<file path="src/rtl/fifo_uart_pkg.sv">
// Shared types and line levels for the FIFO-fed UART transmitter.
// The optional parity bit is enabled with the FIFO_TX_PARITY_EN macro.
package fifo_uart_pkg;

   typedef enum logic [2:0] {
      StIdle,
      StStart,
      StData,
      StParity,
      StStop
   } tx_state_t;

   localparam logic TX_IDLE_LVL = 1'b1;
   localparam logic START_LVL   = 1'b0;
   localparam logic STOP_LVL    = 1'b1;

endpackage

</file>
<file path="src/rtl/uart_tx_bit_timer.sv">
// Loadable bit-period down-counter; bit_done flags the last cycle of each serial bit.
// A divisor of zero is treated as one cycle per bit.
module uart_tx_bit_timer #(
   parameter int unsigned DIV_WIDTH = 8
) (
   input  logic                 clk,
   input  logic                 rst,
   input  logic                 load,
   input  logic                 run,
   input  logic [DIV_WIDTH-1:0] div,
   output logic                 bit_done
);

   logic [DIV_WIDTH-1:0] period_q, period_d;
   logic [DIV_WIDTH-1:0] cnt_q, cnt_d;
   logic [DIV_WIDTH-1:0] reload_val;

   assign reload_val = (div == '0) ? '0 : div - DIV_WIDTH'(1);
   assign bit_done   = (cnt_q == '0);

   always_comb begin
      period_d = period_q;
      cnt_d    = cnt_q;
      if (load) begin
         period_d = reload_val;
         cnt_d    = reload_val;
      end else if (run) begin
         cnt_d = (cnt_q == '0) ? period_q : cnt_q - DIV_WIDTH'(1);
      end else begin
         cnt_d = '0;
      end
   end

   always_ff @(posedge clk or posedge rst) begin
      if (rst) begin
         period_q <= '0;
         cnt_q    <= '0;
      end else begin
         period_q <= period_d;
         cnt_q    <= cnt_d;
      end
   end

endmodule

</file>
<file path="src/rtl/fifo_uart_tx.sv">
// Drains an async FIFO and sends each word as a start/data/[parity]/stop serial frame.
// Define FIFO_TX_PARITY_EN to insert a parity bit between data and stop.
module fifo_uart_tx
   import fifo_uart_pkg::*;
#(
   parameter int unsigned DATA_WIDTH = 8,
   parameter int unsigned DIV_WIDTH  = 8
) (
   input  logic                  CLK,
   input  logic                  RST,
   input  logic                  FIFO_EMPTY,
   input  logic [DATA_WIDTH-1:0] FIFO_RD_DATA,
   output logic                  FIFO_R_INC,
   input  logic                  TX_EN,
   input  logic [DIV_WIDTH-1:0]  CLK_DIV,
   input  logic                  PAR_TYP,
   output logic                  TX_OUT,
   output logic                  BUSY
);

   localparam int unsigned IdxW = (DATA_WIDTH > 1) ? $clog2(DATA_WIDTH) : 1;

   tx_state_t             state_q, state_d;
   logic [DATA_WIDTH-1:0] shift_q, shift_d;
   logic [IdxW-1:0]       idx_q, idx_d;
   logic                  tx_q, tx_d;
   logic                  busy_q;
   logic                  par_bit;
   logic                  bit_done;
   logic                  pop;

   uart_tx_bit_timer #(
      .DIV_WIDTH(DIV_WIDTH)
   ) u_bit_timer (
      .clk     (CLK),
      .rst     (RST),
      .load    (pop),
      .run     (state_q != StIdle),
      .div     (CLK_DIV),
      .bit_done(bit_done)
   );

`ifdef FIFO_TX_PARITY_EN
   logic par_q, par_d;

   assign par_bit = par_q;

   always_ff @(posedge CLK or posedge RST) begin
      if (RST) par_q <= 1'b0;
      else     par_q <= par_d;
   end

   always_comb begin
      par_d = par_q;
      if (pop) par_d = ^FIFO_RD_DATA ^ PAR_TYP;
   end
`else
   logic unused_par_typ;

   assign unused_par_typ = PAR_TYP;
   assign par_bit        = 1'b0;
`endif

   // Pop is allowed from idle or on the final stop cycle, giving back-to-back frames.
   assign pop        = TX_EN & ~FIFO_EMPTY &
                       ((state_q == StIdle) | ((state_q == StStop) & bit_done));
   assign FIFO_R_INC = pop & ~RST;

   always_comb begin
      state_d = state_q;
      shift_d = shift_q;
      idx_d   = idx_q;
      unique case (state_q)
         StStart: if (bit_done) state_d = StData;
         StData: begin
            if (bit_done) begin
               if (idx_q == IdxW'(DATA_WIDTH - 1)) begin
                  idx_d = '0;
`ifdef FIFO_TX_PARITY_EN
                  state_d = StParity;
`else
                  state_d = StStop;
`endif
               end else begin
                  idx_d   = idx_q + IdxW'(1);
                  shift_d = shift_q >> 1;
               end
            end
         end
         StParity: if (bit_done) state_d = StStop;
         StStop:   if (bit_done) state_d = StIdle;
         default:  state_d = StIdle;
      endcase
      if (pop) begin
         state_d = StStart;
         shift_d = FIFO_RD_DATA;
      end
   end

   // Line level follows the next state so TX_OUT is a clean register output.
   always_comb begin
      tx_d = TX_IDLE_LVL;
      unique case (state_d)
         StStart:  tx_d = START_LVL;
         StData:   tx_d = shift_d[0];
         StParity: tx_d = par_bit;
         StStop:   tx_d = STOP_LVL;
         default:  tx_d = TX_IDLE_LVL;
      endcase
   end

   always_ff @(posedge CLK or posedge RST) begin
      if (RST) begin
         state_q <= StIdle;
         shift_q <= '0;
         idx_q   <= '0;
         tx_q    <= TX_IDLE_LVL;
         busy_q  <= 1'b0;
      end else begin
         state_q <= state_d;
         shift_q <= shift_d;
         idx_q   <= idx_d;
         tx_q    <= tx_d;
         busy_q  <= (state_d != StIdle);
      end
   end

   assign TX_OUT = tx_q;
   assign BUSY   = busy_q;

endmodule
</file>
<file path="config.mk">
export PLATFORM = sky130hd
export DESIGN_NAME = fifo_uart_tx
export DESIGN_NICKNAME = d
export VERILOG_FILES = /design/src/rtl/fifo_uart_pkg.sv /design/src/rtl/uart_tx_bit_timer.sv /design/src/rtl/fifo_uart_tx.sv
export SDC_FILE = /design/constraint.sdc
export NUM_CORES = 1
export LEC_CHECK = 0
export CAP_MARGIN = 20
export CORE_ASPECT_RATIO = 1.75
export CORE_MARGIN = 3
export CORE_UTILIZATION = 54
export CTS_CLUSTER_DIAMETER = 120
export DETAILED_ROUTE_END_ITERATION = 10
export GPL_TIMING_DRIVEN = 0
export PLACE_DENSITY = 0.74
export SLEW_MARGIN = 30
export SYNTH_ARGS = -nofsm -noshare
export SYNTH_HDL_FRONTEND = slang
export SYNTH_SLANG_ARGS = --single-unit
</file>
<file path="constraint.sdc">
create_clock -name CLK -period 3.2 [get_ports CLK]
set_clock_uncertainty 0.2 [all_clocks]
set_input_delay 0.96 -clock CLK [delete_from_list [all_inputs] [get_ports CLK]]
set_output_delay 0.96 -clock CLK [all_outputs]
set_load 0.005 [all_outputs]
</file>
# Word level (Yosys, flattened, before mapping)
# Cells that the tools add are included.
[op_classes]
mux = 17
n_reduce_logical = 10
bitwise_logic = 7
n_eq_ne = 9
addsub = 3
[op_table]
columns = ["operator", "count"]
rows = [
  ["8-bit 2-to-1 mux", 8],
  ["3-bit 2-to-1 mux", 7],
  ["8-bit logical NOT", 2],
  ["8-bit by 1-bit subtractor with 8-bit output (second input constant)", 2],
  ["3-bit by 2-bit == test with 1-bit output (second input constant)", 4],
  ["3-bit case mux with 4 select lines", 1],
  ["3-bit by 1-bit == test with 1-bit output (second input constant)", 2],
  ["3-bit == test (second input constant)", 2],
  ["3-bit nonzero test", 2],
  ["1-bit bitwise AND", 4],
  ["2-bit nonzero test", 2],
  ["3-bit by 1-bit adder with 3-bit output (second input constant)", 1],
  ["3-bit logical NOT", 1],
  ["3-bit AND reduction", 1],
  ["2-bit != test (second input constant)", 1],
  ["1-bit NOT", 2],
  ["1-bit case mux with 2 select lines", 1],
  ["2-bit AND reduction", 1],
  ["2-bit OR reduction", 1],
  ["1-bit bitwise OR", 1],
]
[word_totals]
register_bits = 32
input_bits = 21
out_inout_bits = 3
word_cells = 54

# Longest topological paths before layout
# Gate-level depths: netlist of run 1.
[depth]
depth_word = 8
mapped_depth = 7
ltp_nobuf = 6

# By module
# A second synthesis of run 1 with hierarchy kept.
[hier_totals]
cells_unflattened = 172
hier_area_um2 = 1825.5
[by_module_without_submodules]
columns = ["mod", "cells_per_inst", "instances", "area_per_inst_um2", "seq_area_each_um2"]
rows = [
  ["uart_tx_bit_timer", 107, 1, 1009.7, 400.4],
  ["fifo_uart_tx", 65, 1, 815.8, 401.6],
]

# Least setup slack after synthesis of run 1
# OpenSTA, ideal clock, no wires.
[synth_path]
path_type = "input -> output"
startpoint = "in FIFO_EMPTY"
endpoint = "out FIFO_R_INC"
path_buffers = 0
path_slack_ns = 0.305
required_time_ns = 2.040
path_stages = 3
arrival_time_ns = 1.735
path_cell_list = "nor4b_4 nand2_4 nor2_1"
[synth_between]
elab_chain_len = 4
[synth_lines]
columns = ["item", "line_no", "text"]
rows = [
  ["from (decl)", "fifo_uart_tx.sv:11", "input logic FIFO_EMPTY,"],
  ["1-bit NOT", "fifo_uart_tx.sv:65", "assign pop = TX_EN & ~FIFO_EMPTY &"],
  ["1-bit bitwise AND (2 in a row)", "fifo_uart_tx.sv:65", ""],
  ["1-bit bitwise AND", "fifo_uart_tx.sv:67", "assign FIFO_R_INC = pop & ~RST;"],
  ["to (decl)", "fifo_uart_tx.sv:13", "output logic FIFO_R_INC,"],
]
# No other way between the ends.

# Worst setup path in the final report of run 1
[layout_path]
startpoint = "reg u_bit_timer.cnt_q[1]"
endpoint = "out FIFO_R_INC"
[layout_between]
elab_chain_len = 5
[layout_lines]
columns = ["item", "line_no", "text"]
rows = [
  ["from (decl)", "uart_tx_bit_timer.sv:15", "logic [DIV_WIDTH-1:0] cnt_q, cnt_d;"],
  ["from (signal assigned)", "uart_tx_bit_timer.sv:40", "cnt_q <= cnt_d;"],
  ["8-bit logical NOT", "uart_tx_bit_timer.sv:19", "assign bit_done = (cnt_q == '0);"],
  ["1-bit bitwise AND", "fifo_uart_tx.sv:66", "((state_q == StIdle) | ((state_q == StStop) & bit_done));"],
  ["1-bit bitwise OR", "fifo_uart_tx.sv:66", ""],
  ["1-bit bitwise AND", "fifo_uart_tx.sv:65", ""],
  ["1-bit bitwise AND", "fifo_uart_tx.sv:67", ""],
]
# No other way between the ends.

==> qor.txt, run 1 <==
Status -> complete, no violations
Yosys reg bits -> 32
Seq/Total Area, Yosys -> 0.442
Hold-fix buffers, CTS -> 0
RSZ-0062 raised after global routing -> no
PortBufs -> 22
Largest net degree at the start of global routing -> 33
CTS Buffer Depth -> 2
Period minus WS final -> 3080 ps
Final period util -> 0.961
Critical path endpoint category -> output port
GRT Util Overall -> 0.242
# fillers -> 251
Height of the die -> 82.7 microns
Top post-synthesis cells by area -> dfrtp_1 43%, o2bb2ai_2 5.8%, a221o_1 3.3%, mux2_2 3.1%, nor2_1 3.1%
CTS root buf -> clkbuf_8
Hold Path Class -> flop to flop
Synthesized area -> 0.00182 sq mm
WHS -> 296 ps
Commonest non-fill, non-tap cells in the layout -> 31 x dfrtp_1, 19 x clkdlybuf4s50_1, 14 x nor2_1
Vias -> 1,535
CTS H-tree depth -> 2
Starting Density -> 0.572
Boundary Pins -> 24
Global-route wire length before repair -> 7330 microns
Antenna Cells -> 0
DR iter-0 viols -> 52
Register Area -> 802 sq um
Die W -> 49.8 microns
Post-synth EDFFs -> 0
Synth async-reset ratio -> 1.00
Vias/cell -> 6.21
Pleak -> 0.950 nW
CTS clk-pin slew, worst paths -> 70 ps
Yosys warnings -> 0
Share of post-route cells with drive strength above 1 -> 0.235
Synthesized area per cell -> 11.0 sq um
Final hold violation count -> 0
Total Routed Length -> 4550 microns
Layout area overhead -> 25.2%
Nets -> 228
Final setup fails -> 0
Vias in the first global route -> 1,537
Overall Power -> 1.98 mW
Final instance area -> 0.00227 sq mm
Peak VDD IR -> 0.557 mV
CTS sink cnt -> 32
Gpl congestion -> 0.898
Core Footprint -> 0.00318 sq mm
Overflow after GRT -> 0
Syn Inst Count -> 165
CTS tree -> done
Finished Layout Cells -> 247
Initial antenna violation count -> 0
Rel. slew slack -> 0.553
Final routed DRC violation total -> 0
Ys flop type -> dfrtp_1
Clock buffer count from CTS -> 5
Multi-input gate area -> 993 sq um
Max-Cap Viols -> 0
Synth top area share -> 0.427
Commonest non-fill, non-tap cell in the layout -> dfrtp_1
CP Class -> flop to output port
Detailed Routing Iterations Pass 1 -> 4
DP Area -> 0.00210 sq mm
Power density cells -> 872 mW/mm^2
Rows -> 27
DP Wirelength -> 3100 microns
Die Area -> 0.00412 sq mm
Wire per inst -> 18.4 microns
Max Clk Rate -> 325 MHz
Antenna viol nets, final -> 0
Unique masters post-synth -> 45
Worst skew pair latency -> 280 ps
Worst EP required -> 2040 ps
Final Max Tran Viols -> 0
Placed Cells incl. Taps -> 230
CP arrival -> 1920 ps
CP max FO -> 3
Crit path launch type -> flop
Worst Max-Slew Pin Slew -> 669 ps
Synth area leader -> dfrtp_1
Fin util -> 0.716
Post-Syn Nets -> 190
[worst max-delay path, cell delays in order (launching register included)]
cell and delay [ps]:
dfrtp_1 420, inv_2 90, ha_4 140, or4b_4 480, o21ai_4 240, nand2_8 70, nor2_2 80, buf_2 110
[path summary, 6_finish.rpt]
| path | slack (ps) | endpoint | cells after the start | startpoint |
|---|---|---|---|---|
| min in group asynchronous | 940 | u_bit_timer.cnt_q[3] | 2 | RST |
| setup / recovery | 120 | FIFO_R_INC | 7 | u_bit_timer.cnt_q[1] |
| max in group asynchronous | 1420 | idx_q[0] | 2 | RST |
| hold / removal | 300 | u_bit_timer.period_q[2] | 1 | u_bit_timer.period_q[2] |
| hold reg to reg | 300 | u_bit_timer.period_q[2] | 1 | u_bit_timer.period_q[2] |
| setup reg to reg | 610 | u_bit_timer.period_q[6] | 7 | u_bit_timer.cnt_q[1] |
[where the power goes]
part | switching, mW | leakage, nW | internal, mW
registers | 0.150 | 0.400 | 0.589
clock network | 0.151 | 0.0510 | 0.171
logic | 0.464 | 0.499 | 0.456
total | 0.766 | 0.950 | 1.22
[synth_stat cells (all sizes together), types with 2 or more instances]
cell type and n:
a21boi 3, a21oi 6, a221o 6, and3 6, buf 3, clkbuf 2, dfrtp 31, ha 4
inv 6, mux2 6, nand2 7, nand3 7, nand3b 3, nor2 15, nor3 6, nor3b 2
nor4b 3, o21ai 12, o22ai 4, o2bb2ai 8, o32ai 4, xnor2 2, xor2 5
[registers in the layout (all words and copies together), names as in the netlist]
name	flops
state_q	3
idx_q	3
TX_OUT	1
u_bit_timer.cnt_q	8
BUSY	1
shift_q	8
u_bit_timer.period_q	8
[logic make-up after synthesis]
| group | synth area share |
|---|---|
| and+or+nand+nor | 0.192 |
| AOI/OAI and AO/OA | 0.240 |
| muxes | 0.0372 |
| DFF | 0.442 |
| xor gates and xnor gates | 0.0338 |
| buffers and inverters | 0.0283 |
| adders and majority gates | 0.0276 |
[per-stage QoR]
step / TNS [ps] / setup WS (ps)
4_1_cts: 0 / 11.7
2_1_floorplan: 0 / 305
3_3_place_gp: -851 / -851
3_5_place_dp: -892 / -892
5_1_grt: 0 / 79.6
6_report: 0 / 125
[final cells by class]
class,count,share of cell area
sequential,32,0.353
inverter,6,0.00991
clock inverter,2,0.00440
tap,43,0.0237
multi-input combinational,122,0.437
clock buffer,6,0.0363
buffer,5,0.0127
timing repair buffer,31,0.123
[metal layers]
| layer | up-vias | share of wire | global-route usage |
|---|---|---|---|
| met1 | 750 | 0.36 | 0.245 |
| li1 | 704 | - | - |
| met2 | 60 | 0.54 | 0.446 |
| met3 | 21 | 0.047 | 0.0485 |
| met4 | 0 | 0.054 | 0.155 |
| met5 | - | 0 | 0 |
[what timing repair did]
item	4_1_cts	5_1_grt
endpoints found under the hold margin	0	0
pin swaps	3	2
gates resized for setup	9	2
setup endpoints to repair	1	1
setup buffers	6	3
Note: power is estimated with default switching activity, not from simulation.
==> run 2: changes to the inputs <==
SETUP_SLACK_MARGIN = 0.4   (was unset)
==> qor.txt, run 2 (synthesis results as in run 1) <==
Boundary Pins -> 24 (unchanged)
CP arrival -> 1810 ps (was 1920 ps)
CP max FO -> 2 (was 3)
Commonest non-fill, non-tap cell in the layout -> dfrtp_1 (unchanged)
Height of the die -> 82.7 microns (unchanged)
Worst Max-Slew Pin Slew -> 666 ps (was 669 ps)
Starting Density -> 0.572 (unchanged)
CP Class -> flop to output port (unchanged)
Max-Cap Viols -> 0 (unchanged)
Clock buffer count from CTS -> 5 (unchanged)
Total Routed Length -> 4200 microns (was 4550 microns)
Placed Cells incl. Taps -> 230 (unchanged)
Rel. slew slack -> 0.555 (was 0.553)
Final setup fails -> 0 (unchanged)
Register Area -> 802 sq um (unchanged)
Worst EP required -> 2040 ps (about the same)
Global-route wire length before repair -> 7090 microns (was 7330 microns)
Hold Path Class -> flop to flop (unchanged)
Top flop regs -> shift_q (8), u_bit_timer.cnt_q (8), u_bit_timer.period_q (8) (unchanged)
Crit path launch type -> flop (unchanged)
RSZ-0062 raised after global routing -> yes (was no)
Worst reg2reg startpoint -> u_bit_timer.cnt_q[0] (was u_bit_timer.cnt_q[1])
Commonest non-fill, non-tap cells in the layout -> 31 x dfrtp_1, 19 x clkdlybuf4s50_1, 14 x nor2_1 (unchanged)
DR iter-0 viols -> 44 (was 52)
Die W -> 49.8 microns (unchanged)
Pleak -> 0.945 nW (was 0.950 nW)
Share of post-route cells with drive strength above 1 -> 0.244 (was 0.235)
Initial antenna violation count -> 0 (unchanged)
Antenna viol nets, final -> 0 (unchanged)
Worst skew pair latency -> 280 ps (about the same)
Worst reg-to-reg path cell count -> 8 (was 7)
Final period util -> 0.927 (was 0.961)
Vias -> 1,486 (was 1,535)
Largest net degree at the start of global routing -> 33 (unchanged)
Hold endpoint -> u_bit_timer.period_q[2] (unchanged)
Layout area overhead -> 25.1% (was 25.2%)
Nets -> 229 (was 228)
Die Area -> 0.00412 sq mm (unchanged)
Setup TNS -> 0 ps (unchanged)
CTS Buffer Depth -> 2 (unchanged)
PortBufs -> 22 (unchanged)
Vias/cell -> 5.99 (was 6.21)
DP Wirelength -> 2990 microns (was 3100 microns)
Status -> complete, no violations (unchanged)
Worst hold stages -> 1 (unchanged)
Multi-input gate area -> 990 sq um (was 993 sq um)
Finished Layout Cells -> 248 (was 247)
Vias in the first global route -> 1,499 (was 1,537)
Power density cells -> 859 mW/mm^2 (was 872 mW/mm^2)
Min-delay src -> u_bit_timer.period_q[2] (unchanged)
CTS H-tree depth -> 2 (unchanged)
CTS root buf -> clkbuf_8 (unchanged)
Max Clk Rate -> 337 MHz (was 325 MHz)
R2r endpoint -> u_bit_timer.period_q[6] (unchanged)
CTS clk-pin slew, worst paths -> 70 ps (about the same)
Core Footprint -> 0.00318 sq mm (unchanged)
Final hold violation count -> 0 (unchanged)
Rows -> 27 (unchanged)
GRT Util Overall -> 0.232 (was 0.242)
Gpl congestion -> 0.920 (was 0.898)
Detailed Routing Iterations Pass 1 -> 4 (unchanged)
Final routed DRC violation total -> 0 (unchanged)
Wire per inst -> 16.9 microns (was 18.4 microns)
Final Max Tran Viols -> 0 (unchanged)
Period minus WS final -> 2970 ps (was 3080 ps)
# fillers -> 267 (was 251)
Reg2Reg Setup Slack -> 570 ps (was 610 ps)
Antenna Cells -> 0 (unchanged)
Critical path endpoint category -> output port (unchanged)
Peak VDD IR -> 0.489 mV (was 0.557 mV)
CTS sink cnt -> 32 (unchanged)
CTS tree -> done (unchanged)
Overflow after GRT -> 0 (unchanged)
run 2: repair_timing:
action / CTS / global route
endpoints found under the hold margin: 0 / 0
buffers inserted: 7 / 3
hold buffers: 0 / 0
resized for setup: 11 / 2
pin swaps: 5 / 3
setup endpoints to repair: 1 / 5
run 2: per-stage QoR:
stage | power, mW | instance area (sq um) | setup slack [ps] | util | hold slack (ps)
global placement | 1.50 | 2090 | -759 | 0.660 | 279
detailed placement | 1.54 | 2100 | -778 | 0.662 | 276
floorplan | 1.31 | 1820 | 380 | - | 261
finish | 1.95 | 2270 | 232 | 0.715 | 293
CTS | 1.92 | 2240 | 189 | 0.706 | 297
global route | 2.10 | 2270 | 152 | 0.715 | 317
run 2: final cells by class:
cell class / count / area share
Tap cell: 43 / 0.0237
Clock buffer: 8 / 0.0397
Timing Repair Buffer: 32 / 0.125
Inverter: 6 / 0.00992
Multi-Input combinational cell: 122 / 0.436
Buffer: 5 / 0.0127
Sequential cell: 32 / 0.353
run 2: worst max-delay path, stage by stage (launching register included):
cell     delay (ps)
dfrtp_1         390
inv_2            80
ha_4            130
or4b_4          480
o21ai_4         180
nand2_4          80
nor2_2           80
buf_2           110
run 2: report_power, final:
part           leakage (nW)  internal (mW)  total (mW)  switching [mW]
sequential            0.400          0.590       0.733           0.143
clock                0.0455          0.175       0.321           0.145
combinational         0.500          0.452       0.897           0.445
total                 0.945           1.22        1.95           0.733
run 2: worst max-delay path by stage:
stage / cells after the start / start / endpoint
2_1_floorplan: 3 / FIFO_EMPTY / FIFO_R_INC
3_3_place_gp: 5 / TX_EN / FIFO_R_INC
3_5_place_dp: 5 / FIFO_EMPTY / FIFO_R_INC
4_1_cts: 7 / u_bit_timer.cnt_q[1] / FIFO_R_INC
5_1_grt: 7 / u_bit_timer.cnt_q[0] / FIFO_R_INC
6_report: 7 / u_bit_timer.cnt_q[0] / FIFO_R_INC
run 2: per-layer routing:
layer  part of all wire  wire length [microns]  up-vias  GRT usage
met5                  0                      0        -          0
met4              0.039                    162        0      0.147
met3              0.044                    183       14     0.0592
met2               0.55                   2300       39      0.415
met1               0.37                   1550      724      0.239
li1                   -                      -      709          -
